===== src/rtl/dds_sine_period_meter.sv =====
// Rising-midscale-crossing period meter for the DDS sine lookup output.
// Hysteresis detector feeds a per-window period accumulator and peak/trough trackers;
// results publish once every 2^AVG_LOG2 periods with no gap between windows.
module dds_sine_period_meter #(
   parameter int unsigned DW       = 10,
   parameter int unsigned CNT_W    = 16,
   parameter int unsigned AVG_LOG2 = 2,
   parameter int unsigned HYST     = 8
) (
   input  logic                      clk_i,
   input  logic                      rst_ni,
   input  logic                      clr_i,
   input  logic                      sample_valid_i,
   input  logic [DW-1:0]             sample_i,
   output logic                      meas_valid_o,
   output logic [CNT_W+AVG_LOG2-1:0] period_sum_o,
   output logic [CNT_W-1:0]          period_avg_o,
   output logic [DW-1:0]             amp_max_o,
   output logic [DW-1:0]             amp_min_o,
   output logic                      locked_o,
   output logic                      timeout_o
);

   localparam int unsigned SW = CNT_W + AVG_LOG2;
   // Thresholds held one bit wider so MID+HYST cannot wrap for small DW.
   localparam logic [DW:0] ThHi = (DW+1)'((2 ** (DW - 1)) + HYST);
   localparam logic [DW:0] ThLo = (DW+1)'((2 ** (DW - 1)) - HYST);
   localparam logic [CNT_W-1:0]    CntMax  = '1;
   localparam logic [AVG_LOG2:0]   IdxLast = (AVG_LOG2+1)'((2 ** AVG_LOG2) - 1);

   typedef enum logic [0:0] {StSeekLow, StSeekHigh} state_e;

   state_e              state_q, state_d;
   logic                locked_q, locked_d;
   logic [CNT_W-1:0]    cnt_q, cnt_d;
   logic [AVG_LOG2:0]   idx_q, idx_d;
   logic [SW-1:0]       sum_q, sum_d;
   logic [DW-1:0]       trk_max_q, trk_max_d;
   logic [DW-1:0]       trk_min_q, trk_min_d;
   logic                meas_valid_q, meas_valid_d;
   logic                timeout_q, timeout_d;
   logic [SW-1:0]       psum_q, psum_d;
   logic [CNT_W-1:0]    pavg_q, pavg_d;
   logic [DW-1:0]       amax_q, amax_d;
   logic [DW-1:0]       amin_q, amin_d;

   logic [DW:0]         samp_ext;
   logic                edge_hit;
   logic [SW-1:0]       period_len;
   logic [SW-1:0]       sum_next;
   logic [DW-1:0]       new_max;
   logic [DW-1:0]       new_min;

   assign samp_ext   = {1'b0, sample_i};
   assign edge_hit   = sample_valid_i && (state_q == StSeekHigh) && (samp_ext >= ThHi);
   assign period_len = SW'(cnt_q) + SW'(1);
   assign sum_next   = sum_q + period_len;
   assign new_max    = (sample_i > trk_max_q) ? sample_i : trk_max_q;
   assign new_min    = (sample_i < trk_min_q) ? sample_i : trk_min_q;

   // Crossing detector: arm below the low threshold, fire at or above the high one.
   always_comb begin
      state_d = state_q;
      if (clr_i) begin
         state_d = StSeekLow;
      end else if (sample_valid_i) begin
         unique case (state_q)
            StSeekLow:  if (samp_ext <= ThLo) state_d = StSeekHigh;
            StSeekHigh: if (samp_ext >= ThHi) state_d = StSeekLow;
            default:    state_d = StSeekLow;
         endcase
      end
   end

   // Measurement control: lock, period accumulation, window close, timeout and clear.
   always_comb begin
      locked_d     = locked_q;
      cnt_d        = cnt_q;
      idx_d        = idx_q;
      sum_d        = sum_q;
      trk_max_d    = trk_max_q;
      trk_min_d    = trk_min_q;
      meas_valid_d = 1'b0;
      timeout_d    = 1'b0;
      psum_d       = psum_q;
      pavg_d       = pavg_q;
      amax_d       = amax_q;
      amin_d       = amin_q;
      if (clr_i) begin
         locked_d = 1'b0;
         cnt_d    = '0;
         idx_d    = '0;
         sum_d    = '0;
      end else if (sample_valid_i) begin
         if (!locked_q) begin
            if (edge_hit) begin
               locked_d  = 1'b1;
               cnt_d     = '0;
               idx_d     = '0;
               sum_d     = '0;
               trk_max_d = sample_i;
               trk_min_d = sample_i;
            end
         end else if (edge_hit) begin
            cnt_d = '0;
            if (idx_q == IdxLast) begin
               // Window closes on this edge; the next window opens on the same sample.
               meas_valid_d = 1'b1;
               psum_d       = sum_next;
               pavg_d       = CNT_W'(sum_next >> AVG_LOG2);
               amax_d       = new_max;
               amin_d       = new_min;
               sum_d        = '0;
               idx_d        = '0;
               trk_max_d    = sample_i;
               trk_min_d    = sample_i;
            end else begin
               sum_d     = sum_next;
               idx_d     = idx_q + 1'b1;
               trk_max_d = new_max;
               trk_min_d = new_min;
            end
         end else if (cnt_q == CntMax) begin
            // Lost the signal: drop lock and discard the partial window.
            timeout_d = 1'b1;
            locked_d  = 1'b0;
            cnt_d     = '0;
            idx_d     = '0;
            sum_d     = '0;
         end else begin
            cnt_d     = cnt_q + 1'b1;
            trk_max_d = new_max;
            trk_min_d = new_min;
         end
      end
   end

   // Detector state register.
   always_ff @(posedge clk_i or negedge rst_ni) begin
      if (!rst_ni) begin
         state_q <= StSeekLow;
      end else begin
         state_q <= state_d;
      end
   end

   // Measurement state and published results.
   always_ff @(posedge clk_i or negedge rst_ni) begin
      if (!rst_ni) begin
         locked_q     <= 1'b0;
         cnt_q        <= '0;
         idx_q        <= '0;
         sum_q        <= '0;
         trk_max_q    <= '0;
         trk_min_q    <= '0;
         meas_valid_q <= 1'b0;
         timeout_q    <= 1'b0;
         psum_q       <= '0;
         pavg_q       <= '0;
         amax_q       <= '0;
         amin_q       <= '0;
      end else begin
         locked_q     <= locked_d;
         cnt_q        <= cnt_d;
         idx_q        <= idx_d;
         sum_q        <= sum_d;
         trk_max_q    <= trk_max_d;
         trk_min_q    <= trk_min_d;
         meas_valid_q <= meas_valid_d;
         timeout_q    <= timeout_d;
         psum_q       <= psum_d;
         pavg_q       <= pavg_d;
         amax_q       <= amax_d;
         amin_q       <= amin_d;
      end
   end

   assign meas_valid_o = meas_valid_q;
   assign period_sum_o = psum_q;
   assign period_avg_o = pavg_q;
   assign amp_max_o    = amax_q;
   assign amp_min_o    = amin_q;
   assign locked_o     = locked_q;
   assign timeout_o    = timeout_q;

endmodule


===== config.mk =====
export PLATFORM = sky130hd
export DESIGN_NAME = dds_sine_period_meter
export DESIGN_NICKNAME = d
export VERILOG_FILES = /design/src/rtl/dds_sine_period_meter.sv
export SDC_FILE = /design/constraint.sdc
export NUM_CORES = 1
export LEC_CHECK = 0
export ABC_AREA = 1
export BUFFER_PORTS_ARGS = -buffer_cell sky130_fd_sc_hd__buf_2
export CAP_MARGIN = 20
export CORE_MARGIN = 10
export CORE_UTILIZATION = 39
export DETAILED_ROUTE_END_ITERATION = 8
export GPL_TIMING_DRIVEN = 0
export PLACE_DENSITY = 0.6
export SYNTH_ARGS = -nofsm -noshare
export SYNTH_HDL_FRONTEND = slang
export SYNTH_SLANG_ARGS = --single-unit

===== constraint.sdc =====
create_clock -name clk_i -period 2.7 [get_ports clk_i]
set_input_delay 0.27 -clock clk_i [delete_from_list [all_inputs] [get_ports clk_i]]
set_output_delay 0.27 -clock clk_i [all_outputs]
set_load 0.005 [all_outputs]

-- Yosys cells after proc, flatten, opt, wreduce, memory -nomap -nowiden
Cells that the tools add are included.
- register bits: 115
- input bits: 14
- output and inout bits: 57
- word-level logic and storage cells: 88
- add/subtract/negate cells: 4
- order comparisons: 4
- equality and inequality tests: 3
- multiplexer cells: 52
- bitwise gates (word level): 2
- reduce and logical (&&, ||, !) cells: 10
- operators by type and width (kind ; count):
    $mux 18 ; 7
    $mux 10 ; 11
    $mux 16 ; 6
    $mux 3 ; 7
    $mux 1 ; 20
    $add 18x17->18 ; 1
    $add 16x1->17 const B ; 1
    $add 16x1->16 const B ; 1
    $eq 16x16->1 const B ; 1
    $ge 10x10->1 const B ; 1
    $gt 10x10->1 ; 1
    $le 10x9->1 const B ; 1
    $lt 10x10->1 ; 1
    $reduce_bool 3->1 ; 2
    $reduce_and 5->1 ; 1
    $reduce_and 4->1 ; 1
    $reduce_bool 2->1 ; 2
    $add 3x1->3 const B ; 1
    $eq 3x2->1 const B ; 1
    $reduce_and 3->1 ; 1
    $logic_and 1x1->1 ; 2
    $ne 2x2->1 const B ; 1
    $not 1->1 ; 2
    $pmux 1 s2 ; 1
    $reduce_and 2->1 ; 1

-- Logic depth before layout (Yosys ltp)
- word-level depth: 7
- depth in mapped cells: 13
- depth with buffers taken out: 13

-- Worst setup path after synthesis
No wires, ideal clock.
- path type: reg2reg
- start point: register cnt_q[0]
- end point: register psum_q[16], in the netlist period_sum_o[16]
- setup time: 0.117 ns
- arrival: 1.729 ns
- required time: 2.583 ns
- setup slack: 0.853 ns
- stages on the path, launching flop included: 13
- path buffers: 0
- period minus slack after synthesis: 1.847 ns
- path through: dfrtp_1 -> inv_1 -> ha_1 -> inv_1 -> fa_1 -> nand3_1 -> nand3_1 -> nand4_1 -> nand2_1 -> nand2_1 -> nand3_1 -> nand3_1 -> nand2_1
- word-level cells in the longest chain between the ends: 2
- RTL lines (element ; RTL line ; text):
    start: declaration ; 35 ; logic [CNT_W-1:0] cnt_q, cnt_d;
    start signal: assignment ; 164 ; cnt_q <= cnt_d;
    $add 16x1->17 ; 56 ; assign period_len = SW'(cnt_q) + SW'(1);
    $add 18x17->18 ; 57 ; assign sum_next = sum_q + period_len;
    end signal: assignment ; 171 ; psum_q <= psum_d;
    end: declaration ; 42 ; logic [SW-1:0] psum_q, psum_d;
Every way passes these cells.
A chain may end at the register's enable or synchronous reset.

-- Worst setup path after layout
- start point: register cnt_q[0]
- end point: register psum_q[12], in the netlist period_sum_o[12]
The elaborated chain is that of the path after synthesis.

==> metrics.log <==
[metrics] # nets final: 986
[metrics] Site Rows: 46
[metrics] iteration-0 DRC count of the detailed router: 440
[metrics] maximum number of pins on one net before global-route repair: 58
[metrics] remaining max-slew budget at the tightest pin: 60.0%
[metrics] worst hold slack across all endpoints: 189 ps
[metrics] power density over the cells: 493 mW/mm^2
[metrics] die span in x: 147 um
[metrics] power consumption: 3.56 mW
[metrics] Period Utilization, post-route: 84.7%
[metrics] Inserted Clock Buffers: 9
[metrics] final estimated routing congestion in global placement: 0.881
[metrics] via count normalized by instance count: 4.83
[metrics] worst slack at placement: 450 ps
[metrics] antenna violations before repair: 0
[metrics] final setup fails: 0
[metrics] unrepaired setup endpoints after global routing: no
[metrics] Clk Latency, worst-skew pair: 350 ps
[metrics] GRT overflow: 0
[metrics] die extent in y: 147 um
[metrics] Final ANT Viol Nets: 0
[metrics] total count of hold-check failures in the final report: 0
[metrics] number of different library cells in the post-synthesis netlist: 35
[metrics] worst voltage drop across the vdd grid: 0.000298 V
[metrics] cell area after synthesis: 0.00627 mm^2
[metrics] kind of capture point of the worst setup path: register
[metrics] required arrival time at the worst endpoint: 2990 ps
[metrics] synth warn: 0
[metrics] proportion of synthesized chip area in sequential cells: 39.5%
[metrics] beginning of the critical path: cnt_q[0]
[metrics] number of placed instances, taps included: 1,138
[metrics] Port Buffers: 70
[metrics] biggest area consumer among synthesized cells: sky130_fd_sc_hd__dfrtp_1
[metrics] area share of the leading cell type in the synthesized netlist: 39.5%
[metrics] Syn Area/Cell: 7.36 um^2
[metrics] Tightest Pin Transition: 600 ps
[metrics] number of max-capacitance violations reported: 0
[metrics] TritonCTS clock tree: yes
[metrics] fmax: 0.437 GHz
[metrics] setup slack of the critical path after layout: 412 ps
[metrics] fraction of layout instances using a drive strength above 1: 16.5%
[metrics] final cell count without fillers: 1,153
[metrics] data arrival time at the worst-slack endpoint: 2580 ps
[metrics] count of TritonRoute iterations in the first routing pass: 4
[metrics] Post-Syn Nets: 903
[metrics] via count of the first global-routing pass: 5,391
[metrics] final-layout setup total negative slack: 0 ps
[metrics] fillcell total: 1,610
[metrics] clock sink total: 99
[metrics] run status: completed
[metrics] largest cells by area after synthesis: sky130_fd_sc_hd__dfrtp_1, sky130_fd_sc_hd__nand2_1, sky130_fd_sc_hd__ha_1
[metrics] share of the core filled with cells: 45.7%
[metrics] post-detailed-routing wire length: 16,800 um
[metrics] clock-pin slew on the worst setup and hold paths: 70 ps
[metrics] Hold Path Class: input pin to register
[metrics] initial cell density of the core: 39.6%
[metrics] clock period minus worst slack: 2290 ps
[metrics] Detail Placement HPWL: 12,800 um
[metrics] Critical Path Start Type: register
[metrics] crit path cell chain: inv_1 > ha_1 > inv_1 > fa_1 > nand3_1 > nand3_1 > nand4_1 > nand2_1 > nand2_1 > nand2_1 > nand2_1 > nand3_1 > nand2_1
[metrics] pins over their slew limit: 0
[metrics] area after detailed placement: 0.00692 mm^2
[metrics] static leakage power: 3.98 nW
[metrics] Avg WL per Cell: 14.5 um
[metrics] most frequent CP cell: sky130_fd_sc_hd__nand2_1
[metrics] global-route usage over all layers: 16.0%
[metrics] number of remaining DRC errors: 0
[metrics] Crit-path slowest cell: sky130_fd_sc_hd__fa_1
[metrics] # IOs: 71
[metrics] Critical Path Max Stage Delay: 440 ps
[metrics] fraction of registers with async set or reset after synthesis: 100%
[metrics] number of enable flip-flop cells after synthesis: 0
[metrics] WS Path Type: register to register
[metrics] antenna fix cells: 0
[metrics] Post-synth top cells: sky130_fd_sc_hd__nand2_1, sky130_fd_sc_hd__dfrtp_1, sky130_fd_sc_hd__inv_1, sky130_fd_sc_hd__nand3_1, sky130_fd_sc_hd__nor2_1
[metrics] largest fanout on the critical path: 4
[metrics] FF+latch count, synth: 99
[metrics] area growth from synthesis to final layout: 15.4%
[metrics] prevailing post-synth register cell: sky130_fd_sc_hd__dfrtp_1
[metrics] number of standard cells after synthesis: 851
[metrics] die footprint: 0.0215 mm^2
[metrics] maximum clock path buffer count: 2
[metrics] first-pass GRT wire length: 28,200 um
[metrics] HP Start: sample_valid_i
[metrics] clock skew after layout: 3.13 ps
[metrics] htree depth: 3
[metrics] Worst R2R Start: cnt_q[0]
[metrics] core area: 0.0158 mm^2
[metrics] most common cell in the netlist: sky130_fd_sc_hd__nand2_1
[metrics] clock tree root driver cell: sky130_fd_sc_hd__clkbuf_16
[metrics] Layout Cell Area excl Fill: 0.00723 mm^2
[metrics] via count: 5,564
-- worst paths after layout --
check | end | slack (ps) | depth (start not counted)
worst max-delay path | period_sum_o[12] | 410 | 13
worst min-delay path | timeout_o | 190 | 3
worst max register to register | period_sum_o[12] | 410 | 13
worst min register to register | period_sum_o[1] | 470 | 2
max in group asynchronous | sum_q[6] | 1540 | 3
min in group asynchronous | amp_max_o[5] | 460 | 2
-- area by class of cell --
cell class | count | area (um^2) | area share, %
inverters | 87 | 327 | 4.52
well taps | 216 | 270 | 3.74
clock inverters | 2 | 35.0 | 0.485
multi-input cells | 627 | 3210 | 44.4
clock buffers | 12 | 267 | 3.69
flip-flops and latches | 99 | 2480 | 34.3
plain buffers | 38 | 255 | 3.53
repair buffers | 72 | 390 | 5.40
-- power by group --
group / total, mW / switching (mW) / internal, mW
clock: 1.34 / 0.557 / 0.783
sequential: 1.62 / 0.0546 / 1.56
combinational: 0.606 / 0.403 / 0.203
-- kinds of logic (layout without fill, tap and decap cells) --
logic type	after synthesis	after routing	share of synthesized area, %
flip-flops	99	99	39.5
AND/OR/NAND/NOR	493	493	34.1
AO/OA/AOI/OAI	84	84	7.65
XOR/XNOR	12	12	1.68
buffers and inverters	125	211	9.29
adder cells (fa/ha/maj)	38	38	7.71
-- cells in the final DEF, fill, tap and decap left out, types with 2 or more instances in the layout --
| cell | instances |
|---|---|
| sky130_fd_sc_hd__nor3_1 | 6 |
| sky130_fd_sc_hd__ha_1 | 37 |
| sky130_fd_sc_hd__nand3_2 | 3 |
| sky130_fd_sc_hd__a21o_1 | 2 |
| sky130_fd_sc_hd__buf_6 | 4 |
| sky130_fd_sc_hd__nor2_1 | 71 |
| sky130_fd_sc_hd__o21ai_0 | 18 |
| sky130_fd_sc_hd__buf_2 | 78 |
| sky130_fd_sc_hd__xor2_1 | 9 |
| sky130_fd_sc_hd__dfrtp_1 | 99 |
| sky130_fd_sc_hd__clkbuf_16 | 9 |
| sky130_fd_sc_hd__nand2_2 | 8 |
| sky130_fd_sc_hd__o21bai_1 | 5 |
| sky130_fd_sc_hd__inv_1 | 80 |
| sky130_fd_sc_hd__a21oi_2 | 5 |
| sky130_fd_sc_hd__o21ai_1 | 6 |
| sky130_fd_sc_hd__nor2_2 | 9 |
| sky130_fd_sc_hd__a31oi_1 | 16 |
| sky130_fd_sc_hd__a21oi_1 | 31 |
| sky130_fd_sc_hd__nand3b_1 | 5 |
| sky130_fd_sc_hd__buf_4 | 20 |
| sky130_fd_sc_hd__nand3_1 | 80 |
| sky130_fd_sc_hd__xnor2_1 | 3 |
| sky130_fd_sc_hd__nand2_1 | 284 |
| sky130_fd_sc_hd__inv_2 | 7 |
| sky130_fd_sc_hd__clkbuf_8 | 3 |
| sky130_fd_sc_hd__nor4_1 | 4 |
| sky130_fd_sc_hd__clkbuf_1 | 6 |
| sky130_fd_sc_hd__nand4_1 | 17 |
-- flip-flops by register name, indices dropped and copies added, names as in the netlist --
name	flops
period_sum_o	18
trk_max_q	10
meas_valid_o	1
cnt_q	16
state_q	1
amp_max_o	10
locked_o	1
amp_min_o	10
idx_q	3
trk_min_q	10
sum_q	18
timeout_o	1
-- layer usage --
layer / track usage (%) / up-vias / share of wire [%]
met5: 0 / - / 0
met4: 4.50 / 0 / 1.0
met3: 4.24 / 13 / 8.5
met2: 23.2 / 144 / 41
met1: 22.8 / 2492 / 49
li1: - / 2915 / -
-- worst max-delay path, delay by kind of cell, from the launching register on --
| family | cells | cell delay, ps |
|---|---|---|
| flops | 1 | 380 |
| simple gates | 9 | 980 |
| buf+inv | 2 | 240 |
| fa+ha+maj | 2 | 650 |
-- what timing repair did --
| item | in CTS | in global routing |
|---|---|---|
| setup buffers | 0 | 0 |
| hold buffers | 1 | 0 |
| gates resized for setup | 0 | 0 |
| hold endpoints to repair | 42 | 0 |
Power figures use the tool's default switching activity.
